`src/rtl/uriscv_irq_ctrl_pkg.sv`:
```
// uriscv_irq_ctrl shared definitions: register offsets, FSM states, claim helpers.
package uriscv_irq_ctrl_pkg;

    // Register byte offsets (bits [1:0] of the bus address are ignored)
    localparam logic [7:0] IRQ_REG_PENDING = 8'h00;
    localparam logic [7:0] IRQ_REG_ENABLE  = 8'h04;
    localparam logic [7:0] IRQ_REG_EDGE    = 8'h08;
    localparam logic [7:0] IRQ_REG_CLAIM   = 8'h0C;
    localparam logic [7:0] IRQ_REG_VECBASE = 8'h10;

    // Width of a source index
    localparam int unsigned IRQ_ID_W = 5;

    // Value a CLAIM read returns when nothing can be claimed
    localparam logic [31:0] CLAIM_NONE = 32'd0;

    typedef enum logic {
        IRQ_STATE_IDLE   = 1'b0,
        IRQ_STATE_ACTIVE = 1'b1
    } irq_state_e;

    // Claim identifiers are 1-based so that 0 can mean "nothing"
    function automatic logic [31:0] irq_id_to_claim(input logic [IRQ_ID_W-1:0] id);
        return 32'(id) + 32'd1;
    endfunction

endpackage

```
`src/rtl/uriscv_irq_prio.sv`:
```
// uriscv_irq_prio: combinational lowest-index-wins priority encoder.
module uriscv_irq_prio
    import uriscv_irq_ctrl_pkg::*;
#(
    parameter int unsigned NUM_IRQ = 8
) (
    input  logic [NUM_IRQ-1:0]  i_req,
    output logic                o_valid,
    output logic [IRQ_ID_W-1:0] o_id
);

    // Scan from the top down so the lowest set index is the last one written
    always_comb begin
        o_valid = 1'b0;
        o_id    = '0;
        for (int unsigned i = NUM_IRQ; i > 0; i--) begin
            if (i_req[i-1]) begin
                o_valid = 1'b1;
                o_id    = IRQ_ID_W'(i - 1);
            end
        end
    end

endmodule

```
`src/rtl/uriscv_irq_ctrl.sv`:
```
// uriscv_irq_ctrl: memory-mapped interrupt controller with edge/level sources,
// per-source enable, lowest-index priority and a claim/complete handshake.
// Define URISCV_IRQ_SYNC_EN to insert a 2-flop synchronizer on irq_i.
module uriscv_irq_ctrl
    import uriscv_irq_ctrl_pkg::*;
#(
    parameter int unsigned NUM_IRQ       = 8,
    parameter logic [31:0] VECBASE_RESET = 32'h0000_0000
) (
    input  logic               clk_i,
    input  logic               rst_ni,
    input  logic [NUM_IRQ-1:0] irq_i,
    input  logic [7:0]         cfg_addr_i,
    input  logic               cfg_wr_i,
    input  logic               cfg_rd_i,
    input  logic [31:0]        cfg_wdata_i,
    output logic [31:0]        cfg_rdata_o,
    output logic               cfg_ack_o,
    output logic               intr_o,
    output logic [31:0]        isr_vector_o
);

    localparam int unsigned PAD_W = 32 - NUM_IRQ;

    logic [NUM_IRQ-1:0]  w_irq_src;
    logic [NUM_IRQ-1:0]  r_sample;
    logic [NUM_IRQ-1:0]  r_prev;
    logic [NUM_IRQ-1:0]  r_pending;
    logic [NUM_IRQ-1:0]  r_enable;
    logic [NUM_IRQ-1:0]  r_edge;
    logic [31:0]         r_vecbase;
    irq_state_e          r_state;
    logic [IRQ_ID_W-1:0] r_claim_id;

    logic [7:0]          w_addr;
    logic                w_wr_pending;
    logic                w_wr_enable;
    logic                w_wr_edge;
    logic                w_wr_claim;
    logic                w_wr_vecbase;
    logic                w_rd_claim;
    logic [NUM_IRQ-1:0]  w_rise;
    logic [NUM_IRQ-1:0]  w_w1c;
    logic [NUM_IRQ-1:0]  w_to_edge;
    logic [NUM_IRQ-1:0]  w_pending_next;
    logic [NUM_IRQ-1:0]  w_active;
    logic                w_valid;
    logic [IRQ_ID_W-1:0] w_sel_id;
    logic                w_claim;
    logic                w_complete;
    logic [31:0]         w_claim_val;
    logic [31:0]         w_rdata;

    // Word-aligned decode
    assign w_addr       = cfg_addr_i & 8'hFC;
    assign w_wr_pending = cfg_wr_i && (w_addr == IRQ_REG_PENDING);
    assign w_wr_enable  = cfg_wr_i && (w_addr == IRQ_REG_ENABLE);
    assign w_wr_edge    = cfg_wr_i && (w_addr == IRQ_REG_EDGE);
    assign w_wr_claim   = cfg_wr_i && (w_addr == IRQ_REG_CLAIM);
    assign w_wr_vecbase = cfg_wr_i && (w_addr == IRQ_REG_VECBASE);
    assign w_rd_claim   = cfg_rd_i && (w_addr == IRQ_REG_CLAIM);

`ifdef URISCV_IRQ_SYNC_EN
    logic [NUM_IRQ-1:0] r_sync1;
    logic [NUM_IRQ-1:0] r_sync2;

    // Two-flop synchronizer for sources asynchronous to clk_i
    always_ff @(posedge clk_i or negedge rst_ni) begin
        if (!rst_ni) begin
            r_sync1 <= '0;
            r_sync2 <= '0;
        end else begin
            r_sync1 <= irq_i;
            r_sync2 <= r_sync1;
        end
    end

    assign w_irq_src = r_sync2;
`else
    assign w_irq_src = irq_i;
`endif

    // Sample register and its one-cycle history for edge detection
    always_ff @(posedge clk_i or negedge rst_ni) begin
        if (!rst_ni) begin
            r_sample <= '0;
            r_prev   <= '0;
        end else begin
            r_sample <= w_irq_src;
            r_prev   <= r_sample;
        end
    end

    assign w_rise    = r_sample & ~r_prev;
    assign w_w1c     = w_wr_pending ? cfg_wdata_i[NUM_IRQ-1:0] : '0;
    assign w_to_edge = w_wr_edge ? (cfg_wdata_i[NUM_IRQ-1:0] & ~r_edge) : '0;

    // Pending update: level bits track the sample, edge bits latch rises
    // and a rise in the same cycle as a clear keeps the bit set.
    always_comb begin
        w_pending_next = r_pending;
        for (int unsigned i = 0; i < NUM_IRQ; i++) begin
            if (r_edge[i]) begin
                if (w_rise[i]) begin
                    w_pending_next[i] = 1'b1;
                end else if (w_w1c[i] || (w_claim && (w_sel_id == IRQ_ID_W'(i)))) begin
                    w_pending_next[i] = 1'b0;
                end
            end else begin
                w_pending_next[i] = r_sample[i] & ~w_to_edge[i];
            end
        end
    end

    // Configuration and pending registers
    always_ff @(posedge clk_i or negedge rst_ni) begin
        if (!rst_ni) begin
            r_pending <= '0;
            r_enable  <= '0;
            r_edge    <= '0;
            r_vecbase <= VECBASE_RESET;
        end else begin
            r_pending <= w_pending_next;
            if (w_wr_enable) begin
                r_enable <= cfg_wdata_i[NUM_IRQ-1:0];
            end
            if (w_wr_edge) begin
                r_edge <= cfg_wdata_i[NUM_IRQ-1:0];
            end
            if (w_wr_vecbase) begin
                r_vecbase <= {cfg_wdata_i[31:2], 2'b00};
            end
        end
    end

    assign w_active = r_pending & r_enable;

    uriscv_irq_prio #(
        .NUM_IRQ (NUM_IRQ)
    ) u_prio (
        .i_req   (w_active),
        .o_valid (w_valid),
        .o_id    (w_sel_id)
    );

    // A claim needs a raised request and something still active to hand out
    assign w_claim    = w_rd_claim && (r_state == IRQ_STATE_IDLE) && intr_o && w_valid;
    assign w_complete = w_wr_claim && (cfg_wdata_i == irq_id_to_claim(r_claim_id));

    // Service state machine with registered request and vector outputs
    always_ff @(posedge clk_i or negedge rst_ni) begin
        if (!rst_ni) begin
            r_state      <= IRQ_STATE_IDLE;
            r_claim_id   <= '0;
            intr_o       <= 1'b0;
            isr_vector_o <= VECBASE_RESET;
        end else begin
            case (r_state)
                IRQ_STATE_IDLE: begin
                    intr_o <= w_valid;
                    if (w_valid) begin
                        isr_vector_o <= r_vecbase + (32'(w_sel_id) << 2);
                    end
                    if (w_claim) begin
                        r_state    <= IRQ_STATE_ACTIVE;
                        r_claim_id <= w_sel_id;
                        intr_o     <= 1'b0;
                    end
                end
                IRQ_STATE_ACTIVE: begin
                    intr_o <= 1'b0;
                    if (w_complete) begin
                        r_state <= IRQ_STATE_IDLE;
                    end
                end
                default: begin
                    r_state <= IRQ_STATE_IDLE;
                    intr_o  <= 1'b0;
                end
            endcase
        end
    end

    // CLAIM read value for the current state
    always_comb begin
        w_claim_val = CLAIM_NONE;
        if (r_state == IRQ_STATE_ACTIVE) begin
            w_claim_val = irq_id_to_claim(r_claim_id);
        end else if (w_claim) begin
            w_claim_val = irq_id_to_claim(w_sel_id);
        end
    end

    // Read mux over pre-write register contents
    always_comb begin
        w_rdata = '0;
        case (w_addr)
            IRQ_REG_PENDING: w_rdata = {{PAD_W{1'b0}}, r_pending};
            IRQ_REG_ENABLE:  w_rdata = {{PAD_W{1'b0}}, r_enable};
            IRQ_REG_EDGE:    w_rdata = {{PAD_W{1'b0}}, r_edge};
            IRQ_REG_CLAIM:   w_rdata = w_claim_val;
            IRQ_REG_VECBASE: w_rdata = r_vecbase;
            default:         w_rdata = '0;
        endcase
    end

    // Registered bus response, data zero outside a read acknowledge
    always_ff @(posedge clk_i or negedge rst_ni) begin
        if (!rst_ni) begin
            cfg_ack_o   <= 1'b0;
            cfg_rdata_o <= '0;
        end else begin
            cfg_ack_o   <= cfg_rd_i | cfg_wr_i;
            cfg_rdata_o <= cfg_rd_i ? w_rdata : '0;
        end
    end

endmodule

```
`config.mk`:
```
export PLATFORM = sky130hd
export DESIGN_NAME = uriscv_irq_ctrl
export DESIGN_NICKNAME = d
export VERILOG_FILES = /design/src/rtl/uriscv_irq_ctrl_pkg.sv /design/src/rtl/uriscv_irq_prio.sv /design/src/rtl/uriscv_irq_ctrl.sv
export SDC_FILE = /design/constraint.sdc
export NUM_CORES = 1
export LEC_CHECK = 0
export BUFFER_PORTS_ARGS = -buffer_cell sky130_fd_sc_hd__buf_2
export CAP_MARGIN = 20
export CORE_MARGIN = 2
export CORE_UTILIZATION = 55
export CTS_BUF_LIST = sky130_fd_sc_hd__clkbuf_16
export CTS_CLUSTER_DIAMETER = 100
export DETAILED_ROUTE_END_ITERATION = 12
export PLACE_DENSITY = 0.79
export SLEW_MARGIN = 10
export SYNTH_ARGS = -nofsm -noshare
export SYNTH_HDL_FRONTEND = slang
export SYNTH_SLANG_ARGS = --single-unit
export TNS_END_PERCENT = 20
```
`constraint.sdc`:
```
create_clock -name clk_i -period 3.4 [get_ports clk_i]
set_input_delay 0.17 -clock clk_i [delete_from_list [all_inputs] [get_ports clk_i]]
set_output_delay 0.17 -clock clk_i [all_outputs]
set_load 0.005 [all_outputs]
```
==> impl_metrics.yaml, run 1 <==
layout:
  multi_input_area_mm2: 0.00256
  synthToLayoutAreaGrowth_pct: 23.0
  layout_common_cells: "138 x dfrtp_1, 112 x buf_2, 103 x nand2_1"
  fin_nets: 762
  n_antenna_cell: 0
  fillers: 798
  regArea_mm2: 0.00345
  drive_gt1_share_pct: 27.6
  final_common_cell: "dfrtp_1"
placed_design:
  gp_congestion: 0.920
  hpwl_mm: 10.4
  port_buffers: 113
sta:
  fin_crit_ns: 3.00
  min_period_over_period_pct: 88.2
  fin_tns_setup_ns: 0
  timing.final.hold_violations: 0
  worst_pin_slew_ns: 0.802
  clock.fmax_mhz: 333
  clock_skew_ns: 0.0133
  whs_ns: 0.00527
  report.final.slew_viol_count: 0
  rsz0062_at_grt: "no"
  relSlewSlack_pct: 46.5
  setup_violations: 0
synthesis:
  ys_warn_count: 0
  syn_area_mm2: 0.00618
  synth_seq_area_share_pct: 55.9
  synth_edf_count: 0
  synth_cell_types: 54
  synth-seq-cells: 138
  synth_area_per_cell_um2: 10.7
  synth_ff_type: "dfrtp_1"
  async_flop_share_pct: 100
  synth_cells: 577
run_status:
  status: "complete, no violations"
worst_setup_path:
  reg2reg_setup_slack_ns: 0.40
  path_max_fanout: 7
  cp.buffers_inverters: 0
  critPathRequiredTime_ns: 3.69
  critPathLaunch: "r_pending[1]"
  critical_path.top_delay_family: "compound AO/OA/AOI/OAI gates"
  max_stage_delay_ns: 0.60
  ff2ff_path_depth: 9
  r2r-start: "r_pending[1]"
  endpoint_kind: "flip-flop"
  r2r_end: "isr_vector_o[19]"
  start_kind: "flip-flop"
  cp_data_arrival_time_ns: 3.28
  worstPathCellList: "a22oi_1 > nand3_1 > a21oi_1 > ha_1 > and2_1 > o2111ai_1 > a2111oi_1 > xnor2_1 > o21ai_0"
  worst_path_max_delay_cell: "a2111oi_1"
  criticalPathCategory: "flip-flop to flip-flop"
power_and_ir_drop:
  powerDensity_mw_per_mm2: 609
  finalPower_mw: 4.63
  ir_drop_mv: 0.337
  cellLeakagePower_nw: 3.73
detailed_routing:
  wl_per_cell_um: 17.6
  wl_mm: 15.1
  ant_nets: 0
  drt_pass1_iterations: 5
  drcViolationCount: 0
  drt_iter0_drc: 379
  vias: 4962
  vias_per_cell: 5.78
grt:
  gr-total-overflow: 0
  track_usage_pct: 26.2
  grt_pass1_wl_mm: 23.8
  antenna_found_initial: 0
  grt_pass1_vias: 4766
  grt_max_degree: 90
min_path:
  hold_depth: 2
  hold_start: "cfg_wdata_i[23]"
  hp-class: "primary input to flip-flop"
  hold_end: "r_vecbase[23]"
die:
  chipWidth_um: 110
  core_area_mm2: 0.0109
  die_h_um: 110
  fp.dieArea_mm2: 0.0121
  io_pins: 118
  num_rows: 38
  initial_core_util_pct: 56.7
clock_network:
  cts_tree: "yes"
  cts_sinks: 138
  insertion_delay_ns: 0.42
  cts_made_buffers: 17
  cts_buffer_depth: 2
  h-tree-depth: 4
  cts_root_buffer: "clkbuf_16"
  path_clk_slew_ns: 0.05
job:
  drv_cap: 0
stage by stage:
step	setup WS, ns	std cells	area [um^2]	util (%)
3_3_place_gp	0.625	815	6900	63.4
3_5_place_dp	0.544	815	6900	63.4
4_1_cts	0.430	858	7600	69.8
6_report	0.401	858	7600	69.8
2_1_floorplan	0.857	578	6180	-
5_1_grt	0.213	858	7600	69.8
state kept, by name, summed over array words and instances (netlist names):
name	count
r_sample	8
r_enable	8
r_claim_id	3
cfg_rdata_o	32
r_edge	8
r_state	1
isr_vector_o	30
r_prev	8
r_vecbase	30
cfg_ack_o	1
intr_o	1
r_pending	8
worst register-to-register path: cells and delay by family, from the launching register on:
kind,cells,cell delay [ns]
compound gates,5,1.65
flops,1,0.41
simple gates,2,0.34
fa+ha+maj,1,0.29
xor+xnor,1,0.18
cell usage after synthesis (6+ instances only):
cell type	count	area (um^2)
inv_1	10	37.5
and3_1	30	188
o21ai_0	31	155
nand3_1	19	95.1
mux2_2	39	439
nor2_1	14	52.6
xnor2_1	19	166
nand2_1	103	387
dfrtp_1	138	3450
a21oi_1	16	80.1
clkbuf_1	23	86.3
nor4_1	6	37.5
xor2_1	14	123
o21ai_1	9	45.0
a211oi_1	8	60.1
nand4_1	11	68.8
a222oi_1	6	60.1
and2_1	10	62.6
layout make-up:
class / instances / area share (%)
flip-flops and latches: 138 / 45.5
multi-input cells: 401 / 33.8
clock inverters: 15 / 2.12
repair buffers: 137 / 10.3
inverters: 10 / 0.494
clock buffers: 17 / 5.60
well taps: 140 / 2.31
power breakdown:
| group | switching [mW] | internal (mW) | leakage, nW |
|---|---|---|---|
| clock network | 0.682 | 1.14 | 0.295 |
| registers | 0.201 | 1.87 | 1.81 |
| logic | 0.411 | 0.326 | 1.62 |
logic make-up after synthesis:
kind of cell	Yosys count	synth area share, %
adder cells (fa/ha/maj)	5	1.01
AO/OA/AOI/OAI	101	10.5
AND/OR/NAND/NOR	219	17.7
XOR/XNOR	33	4.68
multiplexers	41	7.43
flip-flops	138	55.9
other	1	0.0607
buffers and inverters	39	2.73
worst max path at each step:
| stage | end | slack, ns | depth (start not counted) |
|---|---|---|---|
| 3_5_place_dp | isr_vector_o[21] | 0.54 | 10 |
| 4_1_cts | isr_vector_o[19] | 0.43 | 9 |
| 6_report | isr_vector_o[19] | 0.40 | 9 |
| 3_3_place_gp | isr_vector_o[25] | 0.62 | 10 |
| 5_1_grt | isr_vector_o[19] | 0.21 | 9 |
| 2_1_floorplan | isr_vector_o[23] | 0.86 | 10 |
metal layers:
metal | part of all wire, % | global-route usage [%] | routed length, um | vias up
met4 | 2.5 | 11.3 | 380 | 0
met5 | 0 | 0 | 0 | -
met2 | 50 | 44.4 | 7560 | 222
li1 | - | - | - | 2305
met3 | 6.8 | 6.82 | 1020 | 30
met1 | 40 | 31.6 | 6100 | 2405
timing repair:
action                                  in CTS  in global routing
hold buffers                                11                  0
endpoints found under the hold margin       97                  0
gates resized for setup                      0                  0
buffers inserted                             0                  0
endpoints found under the setup margin       0                  0
No activity file was read; power rests on OpenSTA's default activity.
==> inputs of run 2 (changes only) <==
CORE_UTILIZATION = 50   (was 55)
PLACE_DENSITY = 0.76   (was 0.79)
clock period = 2.6 ns   (was 3.4 ns; I/O delays follow)
==> run 2 against run 1 <==
Power is 35% higher. Sequential cell count stayed put. Via count is 0.73% higher. Count of clock-buffer cells in the layout stayed put. Worst setup slack worse by 0.31 ns. Utilization is 3.2 points lower. Global-route usage is 1.6 points lower. Critical path depth stayed put. Sequential share of layout area is 2.3 points lower.
==> impl_metrics.yaml, run 2 (synthesis results as in run 1) <==
power_and_ir_drop:
  switching_power_mw: 1.72
  powerDensity_mw_per_mm2: 779
  cellLeakagePower_nw: 3.91
  finalPower_mw: 6.24
  p_sw_share_pct: 27.6
  ir_drop_mv: 0.387
  combPwrFrac_pct: 16.7
  p_int_mw: 4.52
  p_seq_share_pct: 43.4
  share_clk_of_total_power_pct: 39.9
die:
  fp.dieArea_mm2: 0.0133
  io_pins: 118
  core_area_mm2: 0.0120
  num_rows: 40
  die_h_um: 115
  initial_core_util_pct: 51.4
  chipWidth_um: 115
worst_setup_path:
  r2r-start: "r_pending[7]"
  ff2ff_path_depth: 9
  criticalPathCategory: "flip-flop to flip-flop"
  crit_path_end: "isr_vector_o[17]"
  cp_data_arrival_time_ns: 2.82
  path_max_fanout: 11
  critPathRequiredTime_ns: 2.91
  r2r_end: "isr_vector_o[17]"
  reg2reg_setup_slack_ns: 0.09
  start_kind: "flip-flop"
  critPathLaunch: "r_pending[7]"
  endpoint_kind: "flip-flop"
layout:
  multi_input_area_mm2: 0.00260
  final_util_pct: 66.6
  synthToLayoutAreaGrowth_pct: 29.5
  fin_area_mm2: 0.00800
  fillers: 935
  regMostFlops: "cfg_rdata_o"
  largest_reg_flops: 32
  regArea_mm2: 0.00345
  drive_gt1_share_pct: 28.6
  final_common_cell: "dfrtp_1"
  reg_top3: "cfg_rdata_o (32), isr_vector_o (30), r_vecbase (30)"
  n_antenna_cell: 0
  layout_common_cells: "138 x dfrtp_1, 112 x buf_2, 103 x nand2_1"
  fin_nets: 798
clock_network:
  cts_made_buffers: 17
  cts_sinks: 138
  post-cts-setup-buffer-count: 0
  cts_root_buffer: "clkbuf_16"
  cts_tree: "yes"
  h-tree-depth: 4
  path_clk_slew_ns: 0.06
  insertion_delay_ns: 0.43
  cts_buffer_depth: 2
grt:
  grt_pass1_vias: 5096
  grt_max_degree: 60
  antenna_found_initial: 0
  track_usage_pct: 24.6
  grt_pass1_wl_mm: 24.9
  gr-total-overflow: 0
sta:
  fin_tns_setup_ns: 0
  relSlewSlack_pct: 56.1
  clock_skew_ns: 0.00646
  report.final.slew_viol_count: 0
  rsz0062_at_grt: "no"
  fin_crit_ns: 2.51
  worst_pin_slew_ns: 0.654
  clock.fmax_mhz: 399
  timing.final.hold_violations: 0
  setup_violations: 0
  min_period_over_period_pct: 96.5
placed_design:
  gp_congestion: 0.870
  port_buffers: 113
  hpwl_mm: 11.0
  place_area_mm2: 0.00701
detailed_routing:
  drcViolationCount: 0
  wl_per_cell_um: 17.2
  wl_mm: 15.5
  drt_iter0_drc: 302
  vias_per_cell: 5.55
  vias: 4998
  drt_pass1_iterations: 4
  ant_nets: 0
job:
  drv_cap: 0
min_path:
  hp-class: "primary input to flip-flop"
run_status:
  status: "complete, no violations"
==> run 2: cell types whose count changed in the layout (fill, tap and decap cells not counted), moves of 2 or more <==
| cell | delta |
|---|---|
| dlygate4sd3_1 | +24 |
| buf_4 | +11 |
| clkinv_1 | +3 |
| a22oi_1 | -2 |
| a22oi_2 | +2 |
| clkinv_4 | -2 |
| inv_1 | -2 |
==> run 2: repair_timing <==
item | CTS | global route
hold buffers | 35 | 0
setup endpoints to repair | 0 | 23
hold endpoints to repair | 90 | 0
gates resized for setup | 0 | 7
==> run 2: layer usage <==
metal | track usage, % | up-vias | wire length [um]
li1 | - | 2377 | -
met1 | 30.3 | 2446 | 6640
met2 | 41.6 | 149 | 7820
met3 | 5.69 | 26 | 735
met4 | 10.5 | 0 | 320
met5 | 0 | - | 0
==> run 2: through the flow <==
stage / setup slack, ns / std cells / hold slack (ns)
2_1_floorplan: 0.0567 / 578 / -0.166
3_3_place_gp: 0.129 / 834 / 0.125
3_5_place_dp: 0.0580 / 834 / 0.131
4_1_cts: 0.0398 / 901 / 0.00585
5_1_grt: 0.0118 / 901 / 0.0242
6_report: 0.0908 / 901 / 0.0227
==> run 2: worst min path at each step <==
stage	from	end	slack, ns	depth (start not counted)
5_1_grt	cfg_wdata_i[5]	r_edge[5]	0.02	3
2_1_floorplan	rst_ni	cfg_ack_o	-0.17	0
4_1_cts	cfg_wdata_i[2]	r_edge[2]	0.006	3
6_report	cfg_wdata_i[2]	r_edge[2]	0.02	3
3_3_place_gp	rst_ni	cfg_rdata_o[12]	0.12	1
3_5_place_dp	rst_ni	cfg_rdata_o[17]	0.13	1
==> run 2: layout make-up <==
class	instances	area share [%]
flip-flops and latches	138	43.2
multi-input cells	401	32.5
repair buffers	173	14.0
clock buffers	17	5.32
well taps	147	2.30
clock inverters	15	2.27
inverters	10	0.469
==> run 2: power by group through the flow <==
stage / sequential [mW] / combinational [mW] / clock [mW]
after global routing: 2.74 / 1.17 / 2.62
after CTS: 2.70 / 1.03 / 2.52
after floorplan: 2.69 / 0.526 / 0
final: 2.71 / 1.04 / 2.49
after detailed placement: 2.73 / 0.989 / 0
after global placement: 2.71 / 0.964 / 0
==> run 2: critical path: stages, from the launching register on <==
cell       delay [ns]
dfrtp_1          0.43
a22oi_1          0.32
a21oi_2          0.12
ha_2             0.40
and2_1           0.18
o2111ai_1        0.16
buf_4            0.23
a211oi_1         0.30
xnor2_1          0.18
o21ai_1          0.08
==> inputs of run 3 (changes only) <==
CORE_UTILIZATION = 29   (was 50)
PLACE_DENSITY = not set   (was 0.76)
==> run 3 against run 2 <==
Wire length rose by 9.4%. Sequential cell count did not move. Global-route usage fell by 9.0 points. Clock power fell by 3%. Hold slack got worse by 0.00069 ns. Critical path depth rose by 2. Register-to-register slack improved by 0.05 ns. Via count fell by 1.9%. Count of clock-buffer cells in the layout did not move. Worst setup slack improved by 0.054 ns. Final area rose by 2.0%. Non-clock buffer count fell by 2.
==> impl_metrics.yaml, run 3 (synthesis results as in run 1) <==
grt:
  grt_pass1_wl_mm: 26.5
  antenna_found_initial: 1
  track_usage_pct: 15.5
  grt_max_degree: 63
  grt_pass1_vias: 4896
  gr-total-overflow: 0
worst_setup_path:
  path_max_fanout: 7
  reg2reg_setup_slack_ns: 0.14
  start_kind: "flip-flop"
  r2r_end: "isr_vector_o[31]"
  worstPathCellList: "a22oi_2 > nand3_2 > a21oi_4 > ha_4 > and2_1 > a32oi_1 > buf_4 > buf_4 > a211oi_1 > xnor2_1 > o21ai_1"
  critPathRequiredTime_ns: 2.91
  endpoint_kind: "flip-flop"
  cp.buffers_inverters: 2
  worst_path_max_delay_cell: "dfrtp_1"
  cp.depth: 11
  cp_data_arrival_time_ns: 2.77
  criticalPathCategory: "flip-flop to flip-flop"
  critical_path.top_delay_family: "compound AO/OA/AOI/OAI gates"
  path_common_cell: "buf_4"
  max_stage_delay_ns: 0.43
  r2r-start: "r_enable[1]"
  ff2ff_path_depth: 11
sta:
  fin_crit_ns: 2.46
  whs_ns: 0.0220
  setup_violations: 0
  timing.final.hold_violations: 0
  setup_ws_ns: 0.145
  clock.fmax_mhz: 407
  report.final.slew_viol_count: 0
  clock_skew_ns: 0.0133
  min_period_over_period_pct: 94.4
  fin_tns_setup_ns: 0
  relSlewSlack_pct: 54.7
  worst_pin_slew_ns: 0.675
detailed_routing:
  wl_mm: 17.0
  vias_per_cell: 4.77
  wl_per_cell_um: 16.5
  vias: 4903
  ant_nets: 0
  drcViolationCount: 0
  drt_iter0_drc: 279
  drt_pass1_iterations: 5
clock_network:
  path_clk_slew_ns: 0.06
  h-tree-depth: 4
  cts_tree: "yes"
  cts_sinks: 138
  cts_made_buffers: 17
  cts_root_buffer: "clkbuf_16"
  insertion_delay_ns: 0.43
  cts_buffer_depth: 2
placed_design:
  dpl_worst_slack_ns: 0.109
  hpwl_mm: 12.2
  gp_congestion: 0.855
  port_buffers: 113
layout:
  final_common_cell: "dfrtp_1"
  drive_gt1_share_pct: 29.0
  regMostFlops: "cfg_rdata_o"
  layout_common_cells: "138 x dfrtp_1, 112 x buf_2, 103 x nand2_1"
  fin_nets: 796
  largest_reg_flops: 32
  final_util_pct: 38.9
  fillers: 2139
  synthToLayoutAreaGrowth_pct: 32.1
  n_antenna_cell: 0
  reg_top3: "cfg_rdata_o (32), isr_vector_o (30), r_vecbase (30)"
min_path:
  hold_start: "cfg_wdata_i[6]"
  hold_end: "r_edge[6]"
  hold_depth: 3
  hp-class: "primary input to flip-flop"
die:
  die_h_um: 150
  fp.dieArea_mm2: 0.0225
  core_area_mm2: 0.0210
  chipWidth_um: 150
  num_rows: 53
  io_pins: 118
  initial_core_util_pct: 29.5
power_and_ir_drop:
  p_seq_share_pct: 43.6
  powerDensity_mw_per_mm2: 760
  share_clk_of_total_power_pct: 38.8
  ir_drop_mv: 0.485
  p_sw_share_pct: 28.5
  cellLeakagePower_nw: 3.88
  p_int_mw: 4.43
  combPwrFrac_pct: 17.6
  switching_power_mw: 1.77
job:
  drv_cap: 0
run_status:
  status: "complete, no violations"
==> run 3: worst max path at each step <==
stage	startpoint	to	slack, ns
6_report	r_enable[1]	isr_vector_o[31]	0.14
5_1_grt	r_enable[1]	isr_vector_o[15]	-0.01
4_1_cts	r_enable[1]	isr_vector_o[15]	0.06
3_5_place_dp	r_enable[1]	isr_vector_o[26]	0.11
3_3_place_gp	r_enable[1]	isr_vector_o[26]	0.1
2_1_floorplan	r_pending[1]	isr_vector_o[23]	0.06
==> run 3: timing repair <==
action,4_1_cts,5_1_grt
endpoints found under the setup margin,0,25
hold buffers,34,0
hold endpoints to repair,72,0
buffers inserted,0,0
gates resized for setup,0,12
==> run 3: routing by layer <==
| metal | part of all wire [%] | wire, um | vias to the layer above | track usage, % |
|---|---|---|---|---|
| met4 | 0.82 | 140 | 2 | 4.43 |
| li1 | - | - | 2376 | - |
| met3 | 4.4 | 746 | 13 | 3.75 |
| met5 | 0.077 | 13 | - | 0 |
| met2 | 48 | 8160 | 133 | 25.1 |
| met1 | 47 | 7910 | 2379 | 20.8 |
==> run 3: power by group through the flow <==
| stage | clock, mW | sequential [mW] | combinational, mW |
|---|---|---|---|
| 2_1_floorplan | 0 | 2.69 | 0.526 |
| 3_3_place_gp | 0 | 2.72 | 1.02 |
| 3_5_place_dp | 0 | 2.73 | 1.03 |
| 4_1_cts | 2.46 | 2.69 | 1.08 |
| 5_1_grt | 2.56 | 2.75 | 1.23 |
| 6_report | 2.41 | 2.70 | 1.09 |
==> run 3: per-stage QoR <==
step,instance area (um^2),std cells,total power [mW]
floorplan,6180,578,3.21
finish,8160,1027,6.20
global route,8160,1027,6.53
CTS,8100,1027,6.22
global placement,7180,961,3.73
detailed placement,7180,961,3.76
==> run 3: cell type report <==
type	instances	area, um^2	area share [%]
Clock buffer	17	425	5.21
Inverter	10	37.5	0.460
Clock inverter	15	158	1.93
Sequential cell	138	3450	42.3
Tap cell	275	344	4.22
Timing Repair Buffer	171	1120	13.7
Multi-Input combinational cell	401	2630	32.2
==> run 3: worst min-delay path: stages <==
cell and delay [ns]:
buf_2 0.14, nand2_1 0.08, nand2_1 0.05
